--- src/rtl/clock_timekeeper.sv ---
// clock_timekeeper: 1 Hz prescaler, 12-hour H:M:S counters, alarm registers,
// a button-driven set-mode FSM and an alarm ring with timeout.
//
// Handshake/event semantics: there is no valid/ready pair here. Each button
// becomes a one-cycle event pulse (synchronised level & ~previous level). An
// event is consumed on the clock edge that ends the cycle in which it is high.
// If mode and inc events coincide, the inc event is dropped.
module clock_timekeeper #(
  parameter int CLK_HZ     = 25175000,
  parameter int ALARM_SECS = 60
) (
  input  logic       clk,
  input  logic       rst_n,
  input  logic       btn_mode,
  input  logic       btn_inc,
  input  logic       alarm_en,
  output logic [3:0] hour,
  output logic [5:0] minute,
  output logic [5:0] second,
  output logic [3:0] al_hour,
  output logic [5:0] al_minute,
  output logic       slow_clk,
  output logic [2:0] mode,
  output logic       alarm_ring
);

  localparam int PW = (CLK_HZ > 2) ? $clog2(CLK_HZ) : 1;
  localparam logic [PW-1:0] PCNT_MAX  = PW'(CLK_HZ - 1);
  localparam logic [PW-1:0] PCNT_HALF = PW'(CLK_HZ / 2);
  localparam int RW = $clog2(ALARM_SECS + 1);
  localparam logic [RW-1:0] RING_LAST = RW'(ALARM_SECS - 1);

  typedef enum logic [2:0] {
    RUN         = 3'd0,
    SET_HOUR    = 3'd1,
    SET_MIN     = 3'd2,
    SET_AL_HOUR = 3'd3,
    SET_AL_MIN  = 3'd4
  } mode_e;

  mode_e r_state;
  mode_e w_state_next;

  logic r_mode_s1, r_mode_s2, r_mode_prev;
  logic r_inc_s1, r_inc_s2, r_inc_prev;
  logic r_en_s1, r_en_s2;

  logic [PW-1:0] r_pcnt;
  logic          r_slow;
  logic [3:0]    r_hour, r_al_hour;
  logic [5:0]    r_min, r_sec, r_al_min;
  logic          r_ring;
  logic [RW-1:0] r_ring_cnt;

  logic       w_ev_mode, w_ev_inc, w_inc, w_en, w_tick, w_time_run;
  logic       w_sec_wrap, w_min_wrap;
  logic [5:0] w_sec_adv, w_min_adv, w_min_inc, w_al_min_inc;
  logic [3:0] w_hr_adv, w_hr_inc, w_al_hr_inc;
  logic       w_alarm_set, w_alarm_clr;

  assign w_ev_mode = r_mode_s2 & ~r_mode_prev;
  assign w_ev_inc  = r_inc_s2 & ~r_inc_prev;
  assign w_inc     = w_ev_inc & ~w_ev_mode;
  assign w_en      = r_en_s2;
  assign w_tick    = (r_pcnt == PCNT_MAX);
  // Time is frozen only while the user edits hour or minute.
  assign w_time_run = (r_state == RUN) || (r_state == SET_AL_HOUR) || (r_state == SET_AL_MIN);

  // Two-flop synchronisers for all async inputs, third flop for button edges
  always_ff @(posedge clk or negedge rst_n) begin
    if (!rst_n) begin
      r_mode_s1   <= 1'b0;
      r_mode_s2   <= 1'b0;
      r_mode_prev <= 1'b0;
      r_inc_s1    <= 1'b0;
      r_inc_s2    <= 1'b0;
      r_inc_prev  <= 1'b0;
      r_en_s1     <= 1'b0;
      r_en_s2     <= 1'b0;
    end else begin
      r_mode_s1   <= btn_mode;
      r_mode_s2   <= r_mode_s1;
      r_mode_prev <= r_mode_s2;
      r_inc_s1    <= btn_inc;
      r_inc_s2    <= r_inc_s1;
      r_inc_prev  <= r_inc_s2;
      r_en_s1     <= alarm_en;
      r_en_s2     <= r_en_s1;
    end
  end

  // Free-running prescaler and registered 1 Hz square wave
  always_ff @(posedge clk or negedge rst_n) begin
    if (!rst_n) begin
      r_pcnt <= '0;
      r_slow <= 1'b0;
    end else begin
      r_pcnt <= w_tick ? '0 : r_pcnt + PW'(1);
      r_slow <= (r_pcnt < PCNT_HALF);
    end
  end

  // Next-value arithmetic for the running clock and the edit increments
  always_comb begin
    w_sec_wrap   = (r_sec == 6'd59);
    w_min_wrap   = (r_min == 6'd59);
    w_sec_adv    = w_sec_wrap ? 6'd0 : r_sec + 6'd1;
    w_min_adv    = r_min;
    w_hr_adv     = r_hour;
    if (w_sec_wrap) begin
      w_min_adv = w_min_wrap ? 6'd0 : r_min + 6'd1;
      if (w_min_wrap) begin
        w_hr_adv = (r_hour == 4'd11) ? 4'd0 : r_hour + 4'd1;
      end
    end
    w_hr_inc     = (r_hour == 4'd11) ? 4'd0 : r_hour + 4'd1;
    w_min_inc    = w_min_wrap ? 6'd0 : r_min + 6'd1;
    w_al_hr_inc  = (r_al_hour == 4'd11) ? 4'd0 : r_al_hour + 4'd1;
    w_al_min_inc = (r_al_min == 6'd50) ? 6'd0 : r_al_min + 6'd10;
  end

  // Running time: tick advance, second clear on entering set mode, edits
  always_ff @(posedge clk or negedge rst_n) begin
    if (!rst_n) begin
      r_hour <= '0;
      r_min  <= '0;
      r_sec  <= '0;
    end else begin
      if (w_time_run && w_tick) begin
        r_sec  <= w_sec_adv;
        r_min  <= w_min_adv;
        r_hour <= w_hr_adv;
      end
      if ((r_state == RUN) && w_ev_mode) r_sec <= '0;
      if (w_inc && (r_state == SET_HOUR)) r_hour <= w_hr_inc;
      if (w_inc && (r_state == SET_MIN)) r_min <= w_min_inc;
    end
  end

  // Alarm time registers, edited in the alarm set modes
  always_ff @(posedge clk or negedge rst_n) begin
    if (!rst_n) begin
      r_al_hour <= '0;
      r_al_min  <= '0;
    end else begin
      if (w_inc && (r_state == SET_AL_HOUR)) r_al_hour <= w_al_hr_inc;
      if (w_inc && (r_state == SET_AL_MIN)) r_al_min <= w_al_min_inc;
    end
  end

  // The match uses the post-tick values, so the ring starts with the H:M:00 display.
  assign w_alarm_set = (r_state == RUN) && w_tick && (w_sec_adv == 6'd0) &&
                       (w_min_adv == r_al_min) && (w_hr_adv == r_al_hour) && w_en;
  assign w_alarm_clr = (w_inc && (r_state == RUN)) || !w_en ||
                       (r_ring && w_tick && (r_ring_cnt == RING_LAST));

  // Alarm ring flag and its timeout counter; set has priority over clears
  always_ff @(posedge clk or negedge rst_n) begin
    if (!rst_n) begin
      r_ring     <= 1'b0;
      r_ring_cnt <= '0;
    end else if (w_alarm_set) begin
      r_ring     <= 1'b1;
      r_ring_cnt <= '0;
    end else begin
      if (r_ring && w_tick) r_ring_cnt <= r_ring_cnt + RW'(1);
      if (w_alarm_clr) r_ring <= 1'b0;
    end
  end

  // Mode FSM state register
  always_ff @(posedge clk or negedge rst_n) begin
    if (!rst_n) r_state <= RUN;
    else        r_state <= w_state_next;
  end

  // Mode FSM next state: cycle through edit modes on each mode event
  always_comb begin
    w_state_next = r_state;
    case (r_state)
      RUN:         if (w_ev_mode) w_state_next = SET_HOUR;
      SET_HOUR:    if (w_ev_mode) w_state_next = SET_MIN;
      SET_MIN:     if (w_ev_mode) w_state_next = SET_AL_HOUR;
      SET_AL_HOUR: if (w_ev_mode) w_state_next = SET_AL_MIN;
      SET_AL_MIN:  if (w_ev_mode) w_state_next = RUN;
      default:     w_state_next = RUN;
    endcase
  end

  assign hour       = r_hour;
  assign minute     = r_min;
  assign second     = r_sec;
  assign al_hour    = r_al_hour;
  assign al_minute  = r_al_min;
  assign slow_clk   = r_slow;
  assign mode       = r_state;
  assign alarm_ring = r_ring;

endmodule

--- config.mk ---
export PLATFORM = sky130hd
export DESIGN_NAME = clock_timekeeper
export DESIGN_NICKNAME = d
export VERILOG_FILES = /design/src/rtl/clock_timekeeper.sv
export SDC_FILE = /design/constraint.sdc
export NUM_CORES = 1
export LEC_CHECK = 0
export ABC_AREA = 1
export ABC_CLOCK_PERIOD_IN_PS = 2200
export BUFFER_PORTS_ARGS = -buffer_cell sky130_fd_sc_hd__buf_2
export CAP_MARGIN = 20
export CELL_PAD_IN_SITES_DETAIL_PLACEMENT = 0
export CELL_PAD_IN_SITES_GLOBAL_PLACEMENT = 2
export CORE_MARGIN = 2
export CORE_UTILIZATION = 35
export DETAILED_ROUTE_END_ITERATION = 7
export GPL_ROUTABILITY_DRIVEN = 0
export PLACE_DENSITY = 0.78
export SLEW_MARGIN = 10
export SYNTH_ARGS = -nofsm -noshare
export SYNTH_HDL_FRONTEND = slang
export SYNTH_SLANG_ARGS = --single-unit
export TNS_END_PERCENT = 100
--- constraint.sdc ---
create_clock -name clk -period 2.2 [get_ports clk]
set_clock_uncertainty 0.05 [all_clocks]
set_input_delay 0.22 -clock clk [delete_from_list [all_inputs] [get_ports clk]]
set_output_delay 0.22 -clock clk [all_outputs]
set_load 0.01 [all_outputs]
# Word level (Yosys, flattened, before mapping)
# Index checks and enable logic that the tools add are counted.
# Widths: inputs -> output; s select.
[word_totals]
register_bits = 70
latch_bits = 0
mem_bits_rw = 0
mem_bits_ro = 0
inputBits = 5
elab_cells = 102
mem_count = 0
[classes]
add_sub_neg = 7
multipliers = 0
n_div = 0
magnitude_cmp = 1
n_eq_ne = 18
shift = 0
muxes = 25
bitwise = 6
reduce_logical = 27
[op_table]
columns = ["op", "n"]
rows = [
  ["$mux 6", 10],
  ["$add 25x1->25 const B", 1],
  ["$eq 25x25->1 const B", 1],
  ["$lt 25x24->1 const B", 1],
  ["$mux 25", 1],
  ["$eq 6x6->1 const B", 4],
  ["$mux 4", 6],
  ["$add 6x1->6 const B", 3],
  ["$mux 3", 5],
  ["$pmux 3 s5", 1],
  ["$logic_and 1x1->1", 14],
  ["$ne 2x2->1 const B", 5],
  ["$reduce_bool 2->1", 5],
  ["$add 4x1->4 const B", 2],
  ["$eq 4x4->1 const B", 2],
  ["$add 6x4->6 const B", 1],
  ["$eq 3x2->1 const B", 2],
  ["$eq 6x6->1", 1],
  ["$logic_not 6->1", 1],
  ["$reduce_and 5->1", 1],
  ["$eq 4x4->1", 1],
  ["$logic_or 1x1->1", 4],
  ["$and 1x1->1", 3],
  ["$eq 3x1->1 const B", 1],
  ["other kinds (5)", 8],
]

# Longest topological paths before layout
# Gate-level depths: netlist of the first run.
[depth]
depth_word = 9
depth_mapped = 14

# Least setup slack after synthesis of the first run
# OpenSTA, ideal clock, no wires.
[synth_path]
path_kind = "register to register"
startpoint = "register r_min[1] (netlist: minute[1])"
endpoint = "register r_ring_cnt[0]"
setup_ps = 129
t_arrival_ps = 1697
slack_ps = 324
stages_incl_launch_ff = 13
n_path_buf = 0
period_less_slack_ps = 1876
path_cell_list = "dfrtp_1 -> ha_1 -> inv_1 -> nor2_1 -> nand3_4 -> nand3_1 -> nand2_1 -> nand2_1 -> nand2_1 -> nand2_1 -> nand2_1 -> nor2_2 -> a21oi_1"
[synth_via]
elab_chain_cells = 8
elab_cells_between_ends = 13
classes_between = "1 x add/sub; 3 x eq/ne; 5 x mux; 4 x reduce/logical"
[synth_lines]
columns = ["element", "line", "rtl"]
rows = [
  ["start, declared", "51", "logic [5:0] r_min, r_sec, r_al_min;"],
  ["start signal, assigned", "131", "r_min <= w_min_adv;"],
  ["start signal, assigned", "136", "if (w_inc && (r_state == SET_MIN)) r_min <= w_min_inc;"],
  ["$add 6x1->6 or $eq 6x6->1 (tied branches)", "111, 106", ""],
  ["$mux 6", "111", "w_min_adv = w_min_wrap ? 6'd0 : r_min + 6'd1;"],
  ["$mux 6", "110", "if (w_sec_wrap) begin"],
  ["$eq 6x6->1", "153", "(w_min_adv == r_al_min) && (w_hr_adv == r_al_hour) && w_en;"],
  ["$logic_and 1x1->1", "152", "assign w_alarm_set = (r_state == RUN) && w_tick && (w_sec_adv == 6'd0) &&"],
  ["$logic_and 1x1->1 * (2 in series)", "153", ""],
  ["$mux 6 or $reduce_bool 2->1 (tied branches)", "n/a", ""],
  ["end signal, assigned", "166", "if (r_ring && w_tick) r_ring_cnt <= r_ring_cnt + RW'(1);"],
  ["end, declared", "53", "logic [RW-1:0] r_ring_cnt;"],
]
# Mark *: on every way between the ends. The rest lies on a longest branch, timed or not.
# A chain may end at the register's enable or synchronous reset.

# Worst setup path after layout of the first run
[layout_path]
startpoint = "register r_sec[1] (netlist: second[1])"
endpoint = "register r_ring_cnt[3]"
[layout_via]
elab_chain_cells = 8
elab_cells_between_ends = 14
classes_between = "1 x add/sub; 3 x eq/ne; 4 x mux; 6 x reduce/logical"
[layout_lines]
columns = ["element", "line", "rtl"]
rows = [
  ["start, declared", "51", ""],
  ["start signal, assigned", "130", "r_sec <= w_sec_adv;"],
  ["$add 6x1->6 or $eq 6x6->1 (tied branches)", "107, 105", ""],
  ["$mux 6", "107", "w_sec_adv = w_sec_wrap ? 6'd0 : r_sec + 6'd1;"],
  ["$logic_not 6->1", "152", ""],
  ["$logic_and 1x1->1 (2 in series)", "152", ""],
  ["$logic_and 1x1->1 * (2 in series)", "153", ""],
  ["$mux 6 or $reduce_bool 2->1 (tied branches)", "n/a", ""],
]
# Marked as above.

==> reports/qor.yml, run 1 <==
vdd_drop_max_v: 0.000382
hold_viol: 0
layout_setup_ws_ps: 215
cpMostUsedCell: "nor2_1"
crit_type: "flip-flop to flip-flop"
crit_slowest_cell: "dfrtp_1"
dieArea_um2: 13000
final.setup.tns_ps: 0
io_buffers: 34
stdcell_count: 774
cts_tree: "yes"
worst_pin_slew_ps: 618
initial_core_util: 0.356
yosysSeqAreaShare: 0.407
outcome: "complete, no violations"
cts-root-buf: "clkbuf_16"
grt_max_degree: 70
num_vias: 3813
cts_buffer_depth: 2
slew_headroom: 0.584
dp_hpwl_mm: 8.36
syn_area_per_cell_um2: 7.59
post-place-cells: 749
postSynthCellCount: 559
postLayoutCoreUtil: 0.430
grt_pass1_wl_mm: 18.9
grt_use_total: 0.185
yosys_register_bits: 69
coreArea_um2: 11900
crit_path_max_fanout: 16
nets: 634
ioPinCount: 36
drc_errors: 0
cp_num_buf_inv: 0
pre_cts_ws_ps: 101
layout.cells.most_common_list: "129 x nand2_1, 74 x inv_1, 69 x dfrtp_1"
numClockSinks: 69
drtIter0Drc: 185
num_rows: 40
power_mw: 4.30
final_area_um2: 5130
critPathArrivalTime_ps: 2150
seq_area_um2: 1730
slowest_delay_ps: 350
yosysWarnings: 0
fin_crit_sh: 0.902
power.leakage_nw: 2.62
fill_cells: 1249
power.density_nw_per_um2: 838
die_x_um: 114
avgViaCountPerCell: 4.93
postPlaceCellArea_um2: 4690
critPathTopFamily: "simple AND/OR/NAND/NOR gates"
wire_per_inst_um: 14.3
antenna_found_initial: 0
overflow: 0
die_h_um: 114
worstHoldPathType: "flip-flop to flip-flop"
cp.required_ps: 2370
syn_to_final_growth_pct: 20.9
firstDrtPassIters: 4
htreeDepth: 3
finalWirelength_mm: 11.1
synth_fp_nets: 571
fin_crit_ps: 1990
multi_input_comb_area_um2: 2170
insertion_delay_ps: 340
critPathCaptureType: "flip-flop"
holdWs_ps: 297
maxSlewViolCount: 0
startpoint_type: "flip-flop"
netlist_area_um2: 4240
clkSlewWorstSetupHoldPaths_ps: 60
grt_pass1_vias: 3735
drive_gt1_frac: 0.198
ant_nets: 0
setup_viol: 0
cp_cell_sequence: "ha_2 -> nand2_2 -> nor2_8 -> nor2_1 -> nor2_2 -> nand2_1 -> nor2_1 -> nand3_1 -> nor2_4 -> a21oi_1"
cts_buffers: 9
max_freq_ghz: 0.504
layout_commonest_cell: "nand2_1"
post_synth_num_cell_types: 42
antenna_cells: 0
max-cap-violations: 0
flip-flops by register name, summed over array words and instances, names as in the netlist, 3 cells and up:
name	count
r_pcnt	25
minute	6
r_ring_cnt	6
second	6
al_minute	5
al_hour	4
hour	4
mode	3
per-layer routing:
metal | global-route usage | share of wire | up-vias
met4 | 0.0967 | 0.035 | 0
met3 | 0.0270 | 0.032 | 25
li1 | - | - | 1939
met5 | 0 | 0 | -
met1 | 0.229 | 0.43 | 1768
met2 | 0.314 | 0.50 | 81
logic make-up after synthesis:
kind of cell    Yosys count  share of synthesized area
simple gates            312                      0.357
buf+inv                  93                     0.0885
flops                    69                      0.407
compound gates           53                     0.0764
xor+xnor                 24                     0.0496
fa+ha+maj                 7                     0.0207
other cells               1                   0.000884
worst register-to-register path, delay by kind of cell (launching register included):
family                   cells  cell delay [ps]
AND/OR/NAND/NOR              8             1140
flip-flops                   1              350
adder cells (fa/ha/maj)      1              210
AO/OA/AOI/OAI                1              100
worst paths after layout:
check                          start       endpoint  slack, ps  cells after the start
min                          r_en_s1        r_en_s2        300                      0
max reg2reg                second[1]  r_ring_cnt[3]        210                     10
min reg2reg                  r_en_s1        r_en_s2        300                      0
min in group asynchronous      rst_n     al_hour[0]        380                      3
max                        second[1]  r_ring_cnt[3]        210                     10
max in group asynchronous      rst_n     r_pcnt[17]       1400                      3
power by group:
group          switching [mW]  internal, mW  leakage [nW]
clock network           0.551          1.05         0.163
registers               0.202          1.40         0.912
logic                   0.661         0.438          1.54
area by class of cell:
cell class,count,share of cell area
repair buffers,63,0.0801
clock inverters,4,0.0137
inverters,82,0.0600
multi-input cells,397,0.423
well taps,147,0.0359
flip-flops and latches,69,0.337
clock buffers,12,0.0500
synth_stat cells:
library cell  count  area share
o21ai_1           4      0.0047
nand2b_1          1      0.0015
nand2_1         129        0.11
buf_6             2      0.0053
nor4_1            8       0.012
inv_2             8      0.0071
a32o_1            1      0.0024
ha_1              7       0.021
or2_2             3      0.0044
nor2_1           56       0.050
buf_4             1      0.0018
nand3b_1          1      0.0018
nor2_4            3      0.0080
xnor2_1           4      0.0083
o211ai_1          3      0.0053
o221ai_1          3      0.0062
inv_1            74       0.066
nand3_2           4      0.0094
nand2_4           1      0.0027
nor3_1           14       0.017
nand3_4           2      0.0083
conb_1            1     0.00088
nor2_8            2      0.0094
nand4_1          15       0.022
nand2_2           8       0.012
buf_2             6      0.0071
xor2_1           20       0.041
dfrtp_1          69        0.41
o21ai_0          17       0.020
a22oi_1           1      0.0018
nor4_2            1      0.0030
nor3_2            3      0.0071
o21bai_1          2      0.0035
clkbuf_1          2      0.0018
nand3_1          51       0.060
a31oi_2           1      0.0030
nor3b_1           1      0.0018
o2111ai_1         1      0.0021
nor2_2            9       0.013
a21oi_1          15       0.018
o311ai_1          3      0.0062
o31ai_1           2      0.0035
what timing repair did:
item,in CTS,in global routing
endpoints found under the hold margin,72,0
hold buffers,4,0
gates resized for setup,0,8
setup buffers,0,5
endpoints found under the setup margin,0,9
Power figures use the tool's default switching activity.
==> inputs of run 2 (changes only) <==
- PLACE_DENSITY: 0.78 -> 0.76
==> run 2 against run 1 <==
Net effect: sequential cell count unchanged; non-clock buffer count increased by 4; die area unchanged; sequential share of layout area is 0.49 points lower; design area grew 1.6%; register-to-register slack worse by 20 ps.
==> reports/qor.yml, run 2 (synthesis gave the netlist of run 1 again) <==
critPathCaptureType: "flip-flop"  # unchanged
pre_cts_ws_ps: 30.4  # was 101 ps
vdd_drop_max_v: 0.000454  # was 0.000382 V
ant_nets: 0  # unchanged
max-cap-violations: 0  # unchanged
die_x_um: 114  # unchanged
clkSlewWorstSetupHoldPaths_ps: 60  # about the same
overflow: 0  # unchanged
crit_path_max_fanout: 7  # was 16
num_vias: 3812  # was 3813
cts_buffers: 9  # unchanged
largest_register_ffs: 25  # unchanged
postPlaceCellArea_um2: 4700  # was 4690 um^2
drive_gt1_frac: 0.206  # was 0.198
slew_headroom: 0.528  # was 0.584
fill_cells: 1257  # was 1249
layout.cells.most_common_list: "128 x nand2_1, 74 x inv_1, 68 x dfrtp_1"  # was 129 x nand2_1, 74 x inv_1, 69 x dfrtp_1
cts-root-buf: "clkbuf_16"  # unchanged
critPathArrivalTime_ps: 2170  # was 2150 ps
antenna_found_initial: 0  # unchanged
outcome: "complete, no violations"  # unchanged
grt_pass1_vias: 3763  # was 3735
initial_core_util: 0.356  # unchanged
htreeDepth: 3  # unchanged
grt_use_total: 0.188  # was 0.185
io_buffers: 34  # unchanged
clkPwrFrac: 0.386  # was 0.373
ioPinCount: 36  # unchanged
grt_pass1_wl_mm: 19.1  # was 18.9 mm
layout_setup_ws_ps: 196  # was 215 ps
p_int_mw: 2.91  # was 2.88 mW
fin_crit_sh: 0.911  # was 0.902
maxSlewViolCount: 0  # unchanged
layout_commonest_cell: "nand2_1"  # unchanged
grt_max_degree: 31  # was 70
stdcell_count: 779  # was 774
cts_tree: "yes"  # unchanged
setup_viol: 0  # unchanged
final_area_um2: 5210  # was 5130 um^2
antenna_cells: 0  # unchanged
crit_type: "flip-flop to flip-flop"  # unchanged
worst_pin_slew_ps: 700  # was 618 ps
fin_crit_ps: 2000  # was 1990 ps
die_h_um: 114  # unchanged
power.leakage_nw: 2.64  # was 2.62 nW
worstHoldPathType: "flip-flop to flip-flop"  # unchanged
insertion_delay_ps: 340  # about the same
switching_share: 0.333  # was 0.329
post-place-cells: 751  # was 749
cts_buffer_depth: 2  # unchanged
drtIter0Drc: 189  # was 185
holdWs_ps: 298  # was 297 ps
wire_per_inst_um: 14.6  # was 14.3 um
dp_hpwl_mm: 8.62  # was 8.36 mm
power.density_nw_per_um2: 837  # was 838 nW/um^2
p_comb_frac: 0.254  # was 0.256
cp.required_ps: 2360  # was 2370 ps
avgViaCountPerCell: 4.89  # was 4.93
dieArea_um2: 13000  # unchanged
firstDrtPassIters: 4  # unchanged
drc_errors: 0  # unchanged
hold_viol: 0  # unchanged
max_freq_ghz: 0.499  # was 0.504 GHz
syn_to_final_growth_pct: 22.8  # was 20.9%
power.switching_mw: 1.45  # was 1.41 mW
numClockSinks: 69  # unchanged
coreArea_um2: 11900  # unchanged
nets: 639  # was 634
power_frac_seq: 0.360  # was 0.372
num_rows: 40  # unchanged
top_register: "r_pcnt"  # unchanged
startpoint_type: "flip-flop"  # unchanged
finalWirelength_mm: 11.4  # was 11.1 mm
==> run 2: cell count changes in the layout (fill, tap and decap cells not counted), sizes merged <==
cell      before  now
clkinvlp       0    1
bufinv         2    3
clkbuf        12   10
nand3         57   58
buf           59   63
==> run 2: metrics by stage <==
stage / setup TNS, ps / power, mW / util
global route: -6.63 / 4.64 / 0.437
finish: 0 / 4.36 / 0.437
detailed placement: 0 / 2.66 / 0.395
global placement: 0 / 2.67 / 0.395
CTS: 0 / 4.38 / 0.427
floorplan: 0 / 2.24 / -
==> run 2: what timing repair did <==
action                                  in CTS  in global routing
gates resized for setup                      0                 11
endpoints found under the setup margin       0                 15
buffers inserted                             0                  7
hold buffers                                 4                  0
endpoints found under the hold margin       25                  0
==> run 2: final timing paths <==
kind,from,endpoint,slack (ps),cells after the start
max in group asynchronous,rst_n,minute[1],1000,3
min reg2reg,r_inc_s1,r_inc_s2,300,0
max,r_pcnt[0],r_ring_cnt[0],200,12
max reg2reg,r_pcnt[0],r_ring_cnt[0],200,12
min in group asynchronous,rst_n,r_inc_s2,390,2
min,r_inc_s1,r_inc_s2,300,0
==> run 2: critical path, stage by stage (launching register included) <==
cell	delay, ps
dfrtp_1	410
ha_4	170
nand2_2	90
inv_1	100
nand2_1	60
nor2_2	150
nand3_4	130
nor2_1	110
nand2_1	60
nor2_1	80
nand3_1	110
nor2_4	250
a21oi_1	100
==> run 2: layer usage <==
layer / vias to the layer above / share of wire / GRT usage
li1: 1958 / - / -
met1: 1792 / 0.45 / 0.233
met2: 51 / 0.51 / 0.330
met3: 11 / 0.029 / 0.0318
met4: 0 / 0.016 / 0.0659
met5: - / 0 / 0
==> run 2: final cells by class <==
class | instances | area (um^2) | area share
clock buffers | 10 | 229 | 0.0440
clock inverters | 6 | 111 | 0.0214
inverters | 82 | 308 | 0.0591
multi-input cells | 398 | 2190 | 0.421
flip-flops and latches | 69 | 1730 | 0.332
well taps | 147 | 184 | 0.0353
repair buffers | 67 | 453 | 0.0870
==> run 2: power groups by stage <==
stage / Clock [mW] / Sequential (mW) / Combinational [mW]
after floorplan: 0 / 1.62 / 0.618
after global placement: 0 / 1.60 / 1.06
after detailed placement: 0 / 1.60 / 1.06
after CTS: 1.73 / 1.58 / 1.07
after global routing: 1.78 / 1.60 / 1.26
final: 1.68 / 1.57 / 1.11
==> inputs of run 3 (changes only) <==
- CELL_PAD_IN_SITES_GLOBAL_PLACEMENT: 2 -> 1
- CORE_UTILIZATION: 35 -> 46
- CTS_BUF_LIST: default -> sky130_fd_sc_hd__clkbuf_4
- PLACE_DENSITY: 0.76 -> 0.79
==> run 3 against run 2 <==
Net effect: non-clock buffer count shrank 6; die area shrank 23%; design area shrank 6.7%; largest power group is now registers; highest routed layer unchanged.
==> reports/qor.yml, run 3 (synthesis gave the netlist of run 1 again) <==
cp.required_ps: 2470  # was 2360 ps
cts_buffer_depth: 2  # unchanged
grt_pass1_wl_mm: 17.2  # was 19.1 mm
power.density_nw_per_um2: 742  # was 837 nW/um^2
cp.depth: 12  # unchanged
p_comb_frac: 0.293  # was 0.254
power.switching_mw: 1.35  # was 1.45 mW
die_x_um: 100  # was 114 um
postLayoutCoreUtil: 0.533  # was 0.437
initial_core_util: 0.466  # was 0.356
num_vias: 3756  # was 3812
die_h_um: 100  # was 114 um
numClockSinks: 69  # unchanged
overflow: 0  # unchanged
clkPwrFrac: 0.271  # was 0.386
max_freq_ghz: 0.497  # was 0.499 GHz
cp_num_buf_inv: 1  # unchanged
cts-root-buf: "clkbuf_4"  # was clkbuf_16
vdd_drop_max_v: 0.000330  # was 0.000454 V
startpoint_type: "flip-flop"  # unchanged
r2r-end: "r_ring_cnt[5]"  # was r_ring_cnt[0]
fill_cells: 912  # was 1257
avgViaCountPerCell: 5.10  # was 4.89
critPathCaptureType: "flip-flop"  # unchanged
coreArea_um2: 9110  # was 11900 um^2
setup_viol: 0  # unchanged
rsz0062_at_grt: "false"
ctsResizeCount: 0  # unchanged
crit_type: "flip-flop to flip-flop"  # unchanged
max-cap-violations: 0  # unchanged
firstDrtPassIters: 4  # unchanged
r2r_slack_ps: 190  # was 200 ps
critPathArrivalTime_ps: 2280  # was 2170 ps
largest_register_ffs: 25  # unchanged
reg2regPathDepth: 12  # unchanged
layout.cells.most_common_list: "129 x nand2_1, 74 x inv_1, 69 x dfrtp_1"  # was 128 x nand2_1, 74 x inv_1, 68 x dfrtp_1
num_rows: 35  # was 40
cts_tree: "yes"  # unchanged
fin_crit_sh: 0.914  # was 0.911
worstHoldPathType: "input pin to asynchronous set/reset pin"  # was flip-flop to flip-flop
clkSlewWorstSetupHoldPaths_ps: 130  # was 60 ps
finalWirelength_mm: 10.2  # was 11.4 mm
final.setup.tns_ps: 0  # unchanged
ant_nets: 0  # unchanged
drc_errors: 0  # unchanged
grt_max_degree: 27  # was 31
seq_area_um2: 1730  # about the same
wire_per_inst_um: 13.8  # was 14.6 um
syn_to_final_growth_pct: 14.6  # was 22.8%
power.leakage_nw: 2.51  # was 2.64 nW
insertion_delay_ps: 430  # was 340 ps
p_int_mw: 2.25  # was 2.91 mW
outcome: "complete, no violations"  # unchanged
layout_commonest_cell: "nand2_1"  # unchanged
antenna_cells: 0  # unchanged
power_frac_seq: 0.437  # was 0.360
dieArea_um2: 10000  # was 13000 um^2
maxSlewViolCount: 0  # unchanged
fin_crit_ps: 2010  # was 2000 ps
multi_input_comb_area_um2: 2140  # was 2190 um^2
cpMostUsedCell: "nand2_1"
crit_slowest_cell: "dfrtp_1"  # unchanged
nets: 632  # was 639
postPlaceCellArea_um2: 4640  # was 4700 um^2
ioPinCount: 36  # unchanged
switching_share: 0.375  # was 0.333
htreeDepth: 3  # unchanged
critPathTopFamily: "simple AND/OR/NAND/NOR gates"  # unchanged
endpoint: "r_ring_cnt[5]"  # was r_ring_cnt[0]
slew_headroom: 0.563  # was 0.528
grt_pass1_vias: 3588  # was 3763
drtIter0Drc: 220  # was 189
power_mw: 3.61  # was 4.36 mW
antenna_found_initial: 0  # unchanged
r2r_start: "second[2]"  # was r_pcnt[0]
slowest_delay_ps: 500  # was 410 ps
dp_hpwl_mm: 7.85  # was 8.62 mm
cp_cell_sequence: "inv_2 -> nand3_2 -> nor2_8 -> nand2_4 -> nand2_2 -> nand2_2 -> nand2_1 -> nand2_1 -> nor2_1 -> nand2_1 -> nor2_4 -> a21oi_1"  # was ha_4 -> nand2_2 -> inv_1 -> nand2_1 -> nor2_2 -> nand3_4 -> nor2_1 -> nand2_1 -> nor2_1 -> nand3_1 -> nor2_4 -> a21oi_1
worst_pin_slew_ps: 648  # was 700 ps
grt_use_total: 0.219  # was 0.188
cts_buffers: 9  # unchanged
cp-startpoint: "second[2]"  # was r_pcnt[0]
top_register: "r_pcnt"  # unchanged
holdWs_ps: 269  # was 298 ps
io_buffers: 34  # unchanged
drive_gt1_frac: 0.187  # was 0.206
hold_viol: 0  # unchanged
final_area_um2: 4860  # was 5210 um^2
crit_path_max_fanout: 16  # was 7
-- run 3: worst min-delay path by stage --
stage,start,to
2_1_floorplan,rst_n,al_hour[0]
3_3_place_gp,rst_n,hour[1]
3_5_place_dp,rst_n,hour[1]
4_1_cts,rst_n,hour[1]
5_1_grt,rst_n,hour[3]
6_report,rst_n,hour[1]
-- run 3: final cells by class --
class / count / area share
clock buffers: 9 / 0.0139
clock inverters: 7 / 0.0198
inverters: 82 / 0.0634
multi-input cells: 397 / 0.440
flip-flops and latches: 69 / 0.355
well taps: 111 / 0.0286
repair buffers: 61 / 0.0788
-- run 3: stage by stage --
stage          cells  setup WS (ps)
6_report         736            188
5_1_grt          736           7.78
4_1_cts          734            106
3_5_place_dp     714            112
3_3_place_gp     714            210
2_1_floorplan    559            324
-- run 3: timing repair --
action / CTS / global route
endpoints found under the setup margin: 0 / 7
hold endpoints to repair: 26 / 0
hold buffers: 4 / 0
setup buffers: 0 / 2
-- run 3: power groups by stage --
stage          combinational (mW)  clock (mW)  sequential [mW]
2_1_floorplan               0.618           0             1.62
3_3_place_gp                 1.05           0             1.59
3_5_place_dp                 1.05           0             1.60
4_1_cts                      1.06       0.997             1.57
5_1_grt                      1.20        1.05             1.60
6_report                     1.05       0.976             1.57
-- run 3: layer usage --
layer | GRT usage | share of wire | vias up
met3 | 0.0320 | 0.024 | 12
met2 | 0.360 | 0.47 | 47
li1 | - | - | 1942
met1 | 0.299 | 0.49 | 1755
met5 | 0 | 0 | -
met4 | 0.0738 | 0.014 | 0
